===== config.mk =====
export PLATFORM = sky130hd
export DESIGN_NAME = execute_unit_flat
export DESIGN_NICKNAME = d
export VERILOG_FILES = /design/src/rtl/execute_unit_if.sv /design/src/rtl/execute_unit.sv /design/src/flat_wrapper.sv
export SDC_FILE = /design/constraint.sdc
export NUM_CORES = 1
export LEC_CHECK = 0
export CAP_MARGIN = 10
export CORE_ASPECT_RATIO = 0.8
export CORE_UTILIZATION = 46
export CTS_BUF_LIST = sky130_fd_sc_hd__clkbuf_8
export DETAILED_ROUTE_END_ITERATION = 10
export HOLD_SLACK_MARGIN = 0.08
export PLACE_DENSITY = 0.71
export SYNTH_ARGS = -nofsm -noshare
export SYNTH_HDL_FRONTEND = slang
export SYNTH_SLANG_ARGS = --single-unit

===== constraint.sdc =====
create_clock -name clk -period 6.03 [get_ports clk]
set_clock_uncertainty 0.1 [all_clocks]
set_input_delay 0.603 -clock clk [delete_from_list [all_inputs] [get_ports clk]]
set_output_delay 0.603 -clock clk [all_outputs]
set_load 0.005 [all_outputs]

===== src/rtl/execute_unit_if.sv =====
// Bundle/handshake, regbank write port and status signals between execute_unit and its neighbours.
interface execute_unit_if;
  logic        readyIn;
  logic        triggerOut;
  logic [31:0] dataIn1;
  logic [31:0] dataIn2;
  logic [31:0] dataIn3;
  logic [31:0] dataIn4;
  logic [3:0]  typeIn;
  logic [31:0] srcDstIn;
  logic        triggerOutW;
  logic [31:0] addrW;
  logic [31:0] dataW;
  logic        readyInW;
  logic [31:0] cpsrOut;
  logic        cpsrValid;
  logic        busy;
  logic        errOut;

  modport slave (
    input  readyIn, dataIn1, dataIn2, dataIn3, dataIn4, typeIn, srcDstIn, readyInW,
    output triggerOut, triggerOutW, addrW, dataW, cpsrOut, cpsrValid, busy, errOut
  );

  modport master (
    output readyIn, dataIn1, dataIn2, dataIn3, dataIn4, typeIn, srcDstIn, readyInW,
    input  triggerOut, triggerOutW, addrW, dataW, cpsrOut, cpsrValid, busy, errOut
  );
endinterface


===== src/rtl/execute_unit.sv =====
// Execute stage: ARM data-processing ALU and 32-cycle shift-add multiply behind a
// synchronized level-ready/toggle handshake, with a toggle write port to the regbank.
module execute_unit #(
  parameter int SYNC_STAGES = 2,
  parameter bit MUL_ENABLE  = 1'b1
) (
  input logic           clk,
  input logic           reset,
  execute_unit_if.slave bus
);

  typedef enum logic [1:0] {IDLE, EXEC, WB_WAIT} state_t;

  localparam logic [3:0] TYPE_NOP = 4'h0;
  localparam logic [3:0] TYPE_DP  = 4'h1;
  localparam logic [3:0] TYPE_MUL = 4'h2;

  state_t                 state_q, state_d;
  logic [SYNC_STAGES-1:0] readySync_q, ackSync_q;
  logic                   armed_q, trig_q, trigW_q, cpsrValid_q, err_q;
  logic [31:0]            op1_q, op2_q, cpsrIn_q, mulAcc_q;
  logic [31:0]            addrW_q, dataW_q, cpsrOut_q;
  logic [5:0]             ctrl_q;
  logic [3:0]             type_q, rd_q;
  logic [4:0]             mulCnt_q;

  logic        readyS, ackS, isNop, isDp, isMul, isIllegal, isTest, isArith;
  logic        capture, leaveExec, doWrite, doFlags, addCin, overflow;
  logic [3:0]  opcode, nzcv;
  logic [31:0] addA, addB, result, mulNext;
  logic [32:0] sum;
  logic        unusedInputs;

  assign readyS       = readySync_q[SYNC_STAGES-1];
  assign ackS         = ackSync_q[SYNC_STAGES-1];
  assign opcode       = ctrl_q[3:0];
  assign isNop        = (type_q == TYPE_NOP);
  assign isDp         = (type_q == TYPE_DP);
  assign isMul        = MUL_ENABLE && (type_q == TYPE_MUL);
  assign isIllegal    = !(isNop || isDp || isMul);
  assign isTest       = (opcode[3:2] == 2'b10);
  assign mulNext      = mulAcc_q + (op2_q[0] ? op1_q : 32'd0);
  assign unusedInputs = ^{bus.srcDstIn[31:4], bus.dataIn3[31:6]};

  // Subtracts are formed as A + ~B + cin so sum[32] is directly NOT borrow.
  always_comb begin
    addA    = op1_q;
    addB    = op2_q;
    addCin  = 1'b0;
    isArith = 1'b1;
    case (opcode)
      4'h2, 4'hA: begin addB = ~op2_q; addCin = 1'b1; end
      4'h3:       begin addA = op2_q; addB = ~op1_q; addCin = 1'b1; end
      4'h4, 4'hB: addCin = 1'b0;
      4'h5:       addCin = cpsrIn_q[29];
      4'h6:       begin addB = ~op2_q; addCin = cpsrIn_q[29]; end
      4'h7:       begin addA = op2_q; addB = ~op1_q; addCin = cpsrIn_q[29]; end
      default:    isArith = 1'b0;
    endcase
    sum      = {1'b0, addA} + {1'b0, addB} + {32'd0, addCin};
    overflow = (addA[31] == addB[31]) && (sum[31] != addA[31]);
    case (opcode)
      4'h0, 4'h8: result = op1_q & op2_q;
      4'h1, 4'h9: result = op1_q ^ op2_q;
      4'hC:       result = op1_q | op2_q;
      4'hD:       result = op2_q;
      4'hE:       result = op1_q & ~op2_q;
      4'hF:       result = ~op2_q;
      default:    result = sum[31:0];
    endcase
    if (isMul)
      nzcv = {mulNext[31], mulNext == 32'd0, cpsrIn_q[29:28]};
    else
      nzcv = {result[31], result == 32'd0, isArith ? sum[32] : ctrl_q[5],
              isArith ? overflow : cpsrIn_q[28]};
  end

  always_ff @(posedge clk) begin
    if (!reset) state_q <= IDLE;
    else        state_q <= state_d;
  end

  always_comb begin
    state_d   = state_q;
    capture   = 1'b0;
    leaveExec = 1'b0;
    doWrite   = 1'b0;
    doFlags   = 1'b0;
    case (state_q)
      IDLE: begin
        if (readyS && armed_q) begin
          capture = 1'b1;
          state_d = EXEC;
        end
      end
      EXEC: begin
        if (!isMul || mulCnt_q == 5'd31) begin
          leaveExec = 1'b1;
          doWrite   = (isDp && !isTest) || isMul;
          doFlags   = (isDp && (ctrl_q[4] || isTest)) || (isMul && ctrl_q[4]);
          state_d   = doWrite ? WB_WAIT : IDLE;
        end
      end
      WB_WAIT: begin
        if (ackS == trigW_q) state_d = IDLE;
      end
      default: state_d = IDLE;
    endcase
  end

  // The multiply walks op2 right and op1 left in place; DP never shifts them.
  always_ff @(posedge clk) begin
    if (!reset) begin
      readySync_q <= '0;
      ackSync_q   <= '0;
      armed_q     <= 1'b1;
      trig_q      <= 1'b0;
      trigW_q     <= 1'b0;
      cpsrValid_q <= 1'b0;
      err_q       <= 1'b0;
      op1_q       <= '0;
      op2_q       <= '0;
      cpsrIn_q    <= '0;
      mulAcc_q    <= '0;
      addrW_q     <= '0;
      dataW_q     <= '0;
      cpsrOut_q   <= '0;
      ctrl_q      <= '0;
      type_q      <= '0;
      rd_q        <= '0;
      mulCnt_q    <= '0;
    end else begin
      readySync_q <= {readySync_q[SYNC_STAGES-2:0], bus.readyIn};
      ackSync_q   <= {ackSync_q[SYNC_STAGES-2:0], bus.readyInW};
      cpsrValid_q <= 1'b0;
      if (!readyS) armed_q <= 1'b1;
      if (capture) begin
        op1_q    <= bus.dataIn1;
        op2_q    <= bus.dataIn2;
        ctrl_q   <= bus.dataIn3[5:0];
        cpsrIn_q <= bus.dataIn4;
        type_q   <= bus.typeIn;
        rd_q     <= bus.srcDstIn[3:0];
        mulAcc_q <= '0;
        mulCnt_q <= '0;
        armed_q  <= 1'b0;
        trig_q   <= ~trig_q;
      end
      if (state_q == EXEC && isMul) begin
        mulAcc_q <= mulNext;
        op1_q    <= op1_q << 1;
        op2_q    <= op2_q >> 1;
        mulCnt_q <= mulCnt_q + 5'd1;
      end
      if (leaveExec) begin
        if (isIllegal) err_q <= 1'b1;
        if (doWrite) begin
          addrW_q <= {28'd0, rd_q};
          dataW_q <= isMul ? mulNext : result;
          trigW_q <= ~trigW_q;
        end
        if (doFlags) begin
          cpsrOut_q   <= {nzcv, cpsrIn_q[27:0]};
          cpsrValid_q <= 1'b1;
        end
      end
    end
  end

  assign bus.triggerOut  = trig_q;
  assign bus.triggerOutW = trigW_q;
  assign bus.addrW       = addrW_q;
  assign bus.dataW       = dataW_q;
  assign bus.cpsrOut     = cpsrOut_q;
  assign bus.cpsrValid   = cpsrValid_q;
  assign bus.busy        = (state_q != IDLE);
  assign bus.errOut      = err_q;

endmodule


===== src/flat_wrapper.sv =====
// flat-port wrapper written by rule: the top's interface ports become plain ports
module execute_unit_flat 
#(
  parameter int SYNC_STAGES = 2,
  parameter bit MUL_ENABLE  = 1'b1
)
  (clk, reset, bus_readyIn, bus_dataIn1, bus_dataIn2, bus_dataIn3, bus_dataIn4, bus_typeIn, bus_srcDstIn, bus_readyInW, bus_triggerOut, bus_triggerOutW, bus_addrW, bus_dataW, bus_cpsrOut, bus_cpsrValid, bus_busy, bus_errOut);
  execute_unit_if bus_i ();
  input logic clk;
  input logic reset;
  input wire logic [$bits(bus_i.readyIn)-1:0] bus_readyIn;
  input wire logic [$bits(bus_i.dataIn1)-1:0] bus_dataIn1;
  input wire logic [$bits(bus_i.dataIn2)-1:0] bus_dataIn2;
  input wire logic [$bits(bus_i.dataIn3)-1:0] bus_dataIn3;
  input wire logic [$bits(bus_i.dataIn4)-1:0] bus_dataIn4;
  input wire logic [$bits(bus_i.typeIn)-1:0] bus_typeIn;
  input wire logic [$bits(bus_i.srcDstIn)-1:0] bus_srcDstIn;
  input wire logic [$bits(bus_i.readyInW)-1:0] bus_readyInW;
  output wire logic [$bits(bus_i.triggerOut)-1:0] bus_triggerOut;
  output wire logic [$bits(bus_i.triggerOutW)-1:0] bus_triggerOutW;
  output wire logic [$bits(bus_i.addrW)-1:0] bus_addrW;
  output wire logic [$bits(bus_i.dataW)-1:0] bus_dataW;
  output wire logic [$bits(bus_i.cpsrOut)-1:0] bus_cpsrOut;
  output wire logic [$bits(bus_i.cpsrValid)-1:0] bus_cpsrValid;
  output wire logic [$bits(bus_i.busy)-1:0] bus_busy;
  output wire logic [$bits(bus_i.errOut)-1:0] bus_errOut;
  assign bus_i.readyIn = bus_readyIn;
  assign bus_i.dataIn1 = bus_dataIn1;
  assign bus_i.dataIn2 = bus_dataIn2;
  assign bus_i.dataIn3 = bus_dataIn3;
  assign bus_i.dataIn4 = bus_dataIn4;
  assign bus_i.typeIn = bus_typeIn;
  assign bus_i.srcDstIn = bus_srcDstIn;
  assign bus_i.readyInW = bus_readyInW;
  assign bus_triggerOut = bus_i.triggerOut;
  assign bus_triggerOutW = bus_i.triggerOutW;
  assign bus_addrW = bus_i.addrW;
  assign bus_dataW = bus_i.dataW;
  assign bus_cpsrOut = bus_i.cpsrOut;
  assign bus_cpsrValid = bus_i.cpsrValid;
  assign bus_busy = bus_i.busy;
  assign bus_errOut = bus_i.errOut;
  execute_unit #(.SYNC_STAGES(SYNC_STAGES), .MUL_ENABLE(MUL_ENABLE)) u_core (.clk(clk), .reset(reset), .bus(bus_i));
endmodule

## Word level (Yosys, flattened, before mapping)

Index checks and enable logic that the tools add are counted.

| operators by class | value |
|---|---|
| $add $sub $neg | 4 |
| equality and inequality tests | 28 |
| muxes and demuxes | 34 |
| bitwise gates (word level) | 10 |
| reductions and logical operators | 34 |

Operators by type and width:

| kind | count |
|---|---|
| 32-bit 2-to-1 mux | 7 |
| 32-bit case mux with 6 select lines | 1 |
| 32-bit bitwise AND | 2 |
| 32-bit zero test | 2 |
| 32-bit inverter | 2 |
| 32-bit case mux with 2 select lines | 1 |
| 31-bit 2-to-1 mux | 2 |
| 32-bit by 32-bit adder with 33-bit output | 1 |
| 33-bit by 1-bit adder with 33-bit output | 1 |
| 32-bit adder | 1 |
| 4-bit == test, second input constant | 8 |
| 32-bit OR | 1 |
| 32-bit XOR | 1 |
| 4-bit by 3-bit == test with 1-bit output, second input constant | 4 |
| 1-bit 2-to-1 mux | 14 |
| 4-bit by 2-bit == test with 1-bit output, second input constant | 3 |
| 5-bit 2-to-1 mux | 2 |
| 3-bit OR reduction | 3 |
| 4-bit by 1-bit == test with 1-bit output, second input constant | 2 |
| 4-bit zero test | 2 |
| 2-bit 2-to-1 mux | 4 |
| 2-bit AND reduction | 4 |
| 2-bit OR reduction | 4 |
| 8-bit OR reduction | 1 |
| 18 further kinds | 37 |

| word-level totals | value |
|---|---|
| register bits | 224 |
| input port bits | 168 |
| word-level logic and storage cells | 131 |

## Longest topological paths before layout

| depth | value |
|---|---|
| depth in word-level cells | 9 |
| mapped depth | 22 |
| depth with buffers taken out | 19 |

## Worst setup path before layout

Ideal clock, no wire load.

| timing path | value |
|---|---|
| path kind | reg-to-reg |
| from | register u_core.ctrl_q[3] |
| to | register u_core.cpsrOut_q[30], in the netlist u_core.bus.cpsrOut[30] |
| setup time | 96 ps |
| data arrival time | 4,727 ps |
| required time | 5,834 ps |
| path slack | 1,107 ps |
| cell stages (with the launch flop) | 23 |
| buffers on the path | 4 |
| clock period less this slack | 4,923 ps |
| cell sequence | dfxtp_1 -> clkbuf_1 -> and2_1 -> clkbuf_1 -> buf_1 -> o31ai_1 -> clkbuf_1 -> nor2_1 -> a211oi_1 -> fa_1 -> inv_1 -> fa_1 -> a21o_1 -> nand4_1 -> a21oi_1 -> or3_1 -> a31oi_1 -> o211ai_1 -> or4_1 -> nor4_1 -> nand4_1 -> o21a_1 -> o41ai_2 |

| on the way | value |
|---|---|
| cells in the longest elaborated chain, start to end | 8 |
| elaborated cells between the ends (all ways) | 35 |
| those cells by class | 2 x add/sub; 14 x eq/ne; 7 x mux; 12 x reduce/logical |

Ends and longest elaborated chain:

| item | line | RTL |
|---|---|---|
| from (decl) | execute_unit.sv:23 | `logic [5:0] ctrl_q;` |
| from (signal assigned) | execute_unit.sv:140 | `ctrl_q <= bus.dataIn3[5:0];` |
| 4-bit by 2-bit == test with 1-bit output (tied with other cells) | execute_unit.sv:51 | `case (opcode)` |
| 3-bit OR reduction (no line) / 2-bit OR reduction (equally long branches) | - |  |
| 32-bit case mux with 2 select lines / 32-bit 2-to-1 mux (equally long branches) | execute_unit.sv:51 |  |
| 32-bit by 32-bit adder with 33-bit output | execute_unit.sv:60 | `sum = {1'b0, addA} + {1'b0, addB} + {32'd0, addCin};` |
| 33-bit by 1-bit adder with 33-bit output | execute_unit.sv:60 |  |
| 32-bit case mux with 6 select lines | execute_unit.sv:62 | `case (opcode)` |
| 32-bit zero test | execute_unit.sv:74 | `nzcv = {result[31], result == 32'd0, isArith ? sum[32] : ctrl_q[5],` |
| 4-bit 2-to-1 mux | execute_unit.sv:71 | `if (isMul)` |
| to (signal assigned) | execute_unit.sv:163 | `cpsrOut_q <= {nzcv, cpsrIn_q[27:0]};` |
| to (decl) | execute_unit.sv:22 | `logic [31:0] addrW_q, dataW_q, cpsrOut_q;` |

Parallel ways exist; a longest one is shown, timed or not.
A chain may end at the register's enable or synchronous reset.

## Final worst setup path

| timing path | value |
|---|---|
| from | register u_core.ctrl_q[0] |
| to | register u_core.cpsrOut_q[30], in the netlist u_core.bus.cpsrOut[30] |

| on the way | value |
|---|---|
| cells in the longest elaborated chain, start to end | 8 |
| elaborated cells between the ends (all ways) | 28 |
| those cells by class | 2 x add/sub; 13 x eq/ne; 5 x mux; 8 x reduce/logical |

Ends and longest elaborated chain:

| item | line |
|---|---|
| 4-bit by 2-bit == test with 1-bit output (tied with other cells) | execute_unit.sv:51 |
| 3-bit OR reduction (no line) / 2-bit OR reduction (equally long branches) | - |
| 32-bit case mux with 2 select lines / 32-bit 2-to-1 mux (equally long branches) | execute_unit.sv:51 |
| 32-bit by 32-bit adder with 33-bit output | execute_unit.sv:60 |
| 33-bit by 1-bit adder with 33-bit output | execute_unit.sv:60 |
| 32-bit case mux with 6 select lines * | execute_unit.sv:62 |
| 32-bit zero test * | execute_unit.sv:74 |
| 4-bit 2-to-1 mux * | execute_unit.sv:71 |

Mark *: on every way between the ends. The rest lies on a longest branch, timed or not.

==> impl_metrics.py <==
metrics = {
    "min_path": {
        "hp-start": "u_core.readySync_q[1]",
        "min_path_type": "register to register",
    },
    "floorplan": {
        "dieArea_mm2": 0.0356,
        "die_x_um": 211,
        "die_h_um": 169,
        "rows": 60,
        "core_area_mm2": 0.0339,
        "ios": 269,
        "start_util_pct": 47.2,
    },
    "clocking": {
        "cts_tree": "built",
        "cts-root-buf": "clkbuf_8",
        "clockBufferDepth": 3,
        "cts_hold_buffers": 0,
        "clk_latency_ns": 0.59,
        "clkTransAtPathRegs_ns": 0.06,
        "cts.sinks": 224,
        "h-tree-depth": 2,
        "cts_setup_buffers": 0,
        "ctsResizeCount": 0,
        "cts_buffers": 39,
    },
    "placed_design": {
        "portBuffers": 184,
        "hpwlAfterDp_um": 40700,
        "gp_routability_congestion": 0.953,
    },
    "worst_setup_path": {
        "crit_required_ns": 6.42,
        "timing.critical_path.buf_inv": 2,
        "cp-start-kind": "register",
        "crit_fanout": 17,
        "critical_path_class": "register to register",
        "cpMaxStageDelayCell": "or4_1",
        "max_stage_delay_ns": 0.60,
        "rr_startpoint": "u_core.ctrl_q[0]",
        "crit_path_end_kind": "register",
        "crit_start": "u_core.ctrl_q[0]",
        "worstPathArrival_ns": 5.88,
        "crit_chain": "inv_1 -> or3_2 -> o31ai_4 -> buf_4 -> nand2_1 -> o21ai_0 -> o21ai_0 -> ha_1 -> nand2_1 -> or4_1 -> a21oi_1 -> nor3_1 -> nand3_1 -> o311ai_1 -> or4_1 -> nor4_1 -> nand4_1 -> o21a_1 -> o41ai_2",
        "path_delay_family": "simple AND/OR/NAND/NOR gates",
    },
    "detailed_routing": {
        "ant_nets": 0,
        "via_per_inst": 5.95,
        "wirelength_um": 56700,
        "wire_per_inst_um": 19.5,
        "first_iter_violations": 1599,
        "drt_pass1_iterations": 5,
        "route.detailed.drc": 0,
        "routed-via-count": 17308,
    },
    "timing": {
        "tns_ns": 0,
        "worst_slew_pin_slew_ns": 1.18,
        "period_needed_ns": 5.50,
        "finalMaxSlewViolations": 0,
        "rsz0062_at_grt": "no",
        "setup_viol_count_final": 0,
        "slew_headroom_pct": 20.9,
        "fmax_mhz": 182,
        "fin_crit_sh_pct": 91.2,
        "hold_viol_final": 0,
    },
    "cells_and_area": {
        "final_nets": 2685,
        "final_util_pct": 56.2,
        "mostFrequentLayoutCells": "nand2_1 (404), nor2_1 (254), a21oi_1 (228)",
        "diodes": 0,
        "drive_gt1_share_pct": 5.77,
        "final_common_cell": "nand2_1",
        "syn_to_final_growth_pct": 19.0,
    },
    "logic_synthesis": {
        "syn_inst": 2313,
        "syn_area_mm2": 0.0160,
        "ys_ff_latch": 224,
        "yosys.area.top_type": "dfxtp_1",
        "yosysWarnings": 0,
        "async_flop_share_pct": 0,
        "synth_area_per_cell_um2": 6.93,
        "synth.top_cell.area_share_pct": 28.0,
        "yosys-top-cells-area": "dfxtp_1 (28%), nand2_1 (9.5%), ha_1 (7.6%)",
        "synthFlopType": "dfxtp_1",
        "ys_seq_area_share_pct": 28.0,
        "yosysUniqueCellTypes": 83,
        "synth_edf_count": 0,
    },
    "outcome": {
        "status": "completed",
    },
    "global_route": {
        "grtUsageTotal_pct": 31.0,
        "grt_pass1_vias": 15783,
        "grt_max_degree": 103,
        "grt_pass1_wl_um": 88100,
        "grt_overflow_total": 0,
        "antenna_found_initial": 0,
    },
    "power_and_ir_drop": {
        "power_frac_clock_pct": 44.6,
        "power.total_mw": 3.66,
        "p_per_area_mw_per_mm2": 192,
        "peakVddDrop_mv": 0.123,
        "internal_power_mw": 2.64,
        "pwr-share-seq_pct": 42.1,
        "power.leakage_nw": 7.09,
        "p_switching_mw": 1.02,
        "netSwitchingFraction_pct": 27.9,
        "power_frac_comb_pct": 13.3,
    },
    "run": {
        "drv_cap": 0,
    },
}
-- sequential cells by signal (all words and copies together) (netlist names), 2 cells and up --
register / flops
u_core.ackSync_q: 2
u_core.bus.addrW: 4
u_core.bus.cpsrOut: 32
u_core.bus.dataW: 32
u_core.cpsrIn_q: 30
u_core.ctrl_q: 6
u_core.mulAcc_q: 32
u_core.mulCnt_q: 5
u_core.op1_q: 32
u_core.op2_q: 32
u_core.rd_q: 4
u_core.readySync_q: 2
u_core.state_q: 2
u_core.type_q: 4
-- power by group through the flow --
| stage | clock, mW | combinational [mW] | sequential (mW) |
|---|---|---|---|
| after floorplan | 0 | 0.309 | 1.56 |
| after global placement | 0 | 0.470 | 1.57 |
| after detailed placement | 0 | 0.478 | 1.57 |
| after CTS | 1.66 | 0.481 | 1.54 |
| after global routing | 1.72 | 0.534 | 1.54 |
| final | 1.63 | 0.488 | 1.54 |
-- worst paths after layout --
kind                                  to  slack [ns]  cells past startpoint
setup / recovery  u_core.bus.cpsrOut[30]        0.53                     19
hold / removal            u_core.armed_q        0.32                      1
hold reg to reg           u_core.armed_q        0.32                      1
setup reg to reg  u_core.bus.cpsrOut[30]        0.53                     19
-- through the flow --
| step | setup slack [ns] | hold slack, ns | std cells | instance area [µm²] |
|---|---|---|---|---|
| 2_1_floorplan | 1.11 | 0.277 | 2340 | 16100 |
| 3_3_place_gp | 0.771 | 0.302 | 2839 | 18100 |
| 3_5_place_dp | 0.647 | 0.310 | 2839 | 18100 |
| 4_1_cts | 0.615 | 0.323 | 2908 | 19000 |
| 5_1_grt | 0.253 | 0.344 | 2910 | 19100 |
| 6_report | 0.531 | 0.320 | 2910 | 19100 |
-- layout make-up --
cell class / count / area (µm²)
tap: 465 / 582
clock buffer: 51 / 702
multi-input combinational: 1833 / 10500
inverter: 90 / 343
fill: 3277 / 14900
clock inverter: 18 / 194
sequential: 224 / 4490
timing repair buffer: 229 / 2220
-- cell families after synthesis --
kind of cell,after synthesis,share of synthesized area [%]
AND/OR/NAND/NOR,862,23.1
AO/OA/AOI/OAI,765,29.2
buffers and inverters,283,7.30
flip-flops,224,28.0
adder cells (fa/ha/maj),100,7.95
XOR/XNOR,66,3.66
multiplexers,12,0.773
other,1,0.0234
-- cell usage after synthesis (4+ instances only) --
master and count:
a311oi_1 10, o21ai_1 14, o211a_1 4, clkbuf_1 143, a211oi_1 22, dfxtp_1 224, nor3_1 30, a2111oi_0 6
nor2b_1 10, inv_1 87, o21a_1 8, o211ai_1 90, mux2i_1 9, buf_1 20, nand3_1 58, and3_1 13
nor3b_1 5, and2_1 11, a21o_1 29, o311ai_1 4, nand4_1 22, xnor2_1 36, a211o_1 5, o31ai_1 5
ha_1 97, a31oi_1 24, o21ai_0 227, o221ai_1 7, o21bai_1 10, a22oi_1 4, buf_4 28, nand2b_1 13
nor2_1 255, nor4_1 6, or3_1 9, a21oi_1 228, o32ai_1 5, nand3b_1 5, xor2_1 29, nand2_1 405
a221oi_1 10, o22ai_1 16, a222oi_1 9
-- per-layer routing --
layer | part of all wire (%) | vias to the layer above | global-route usage [%]
met5 | 0 | - | 0
met4 | 3.1 | 0 | 10.1
met3 | 7.6 | 123 | 4.32
met2 | 44 | 719 | 48.4
met1 | 46 | 8120 | 43.9
li1 | - | 8346 | -
Power figures use the tool's default switching activity.
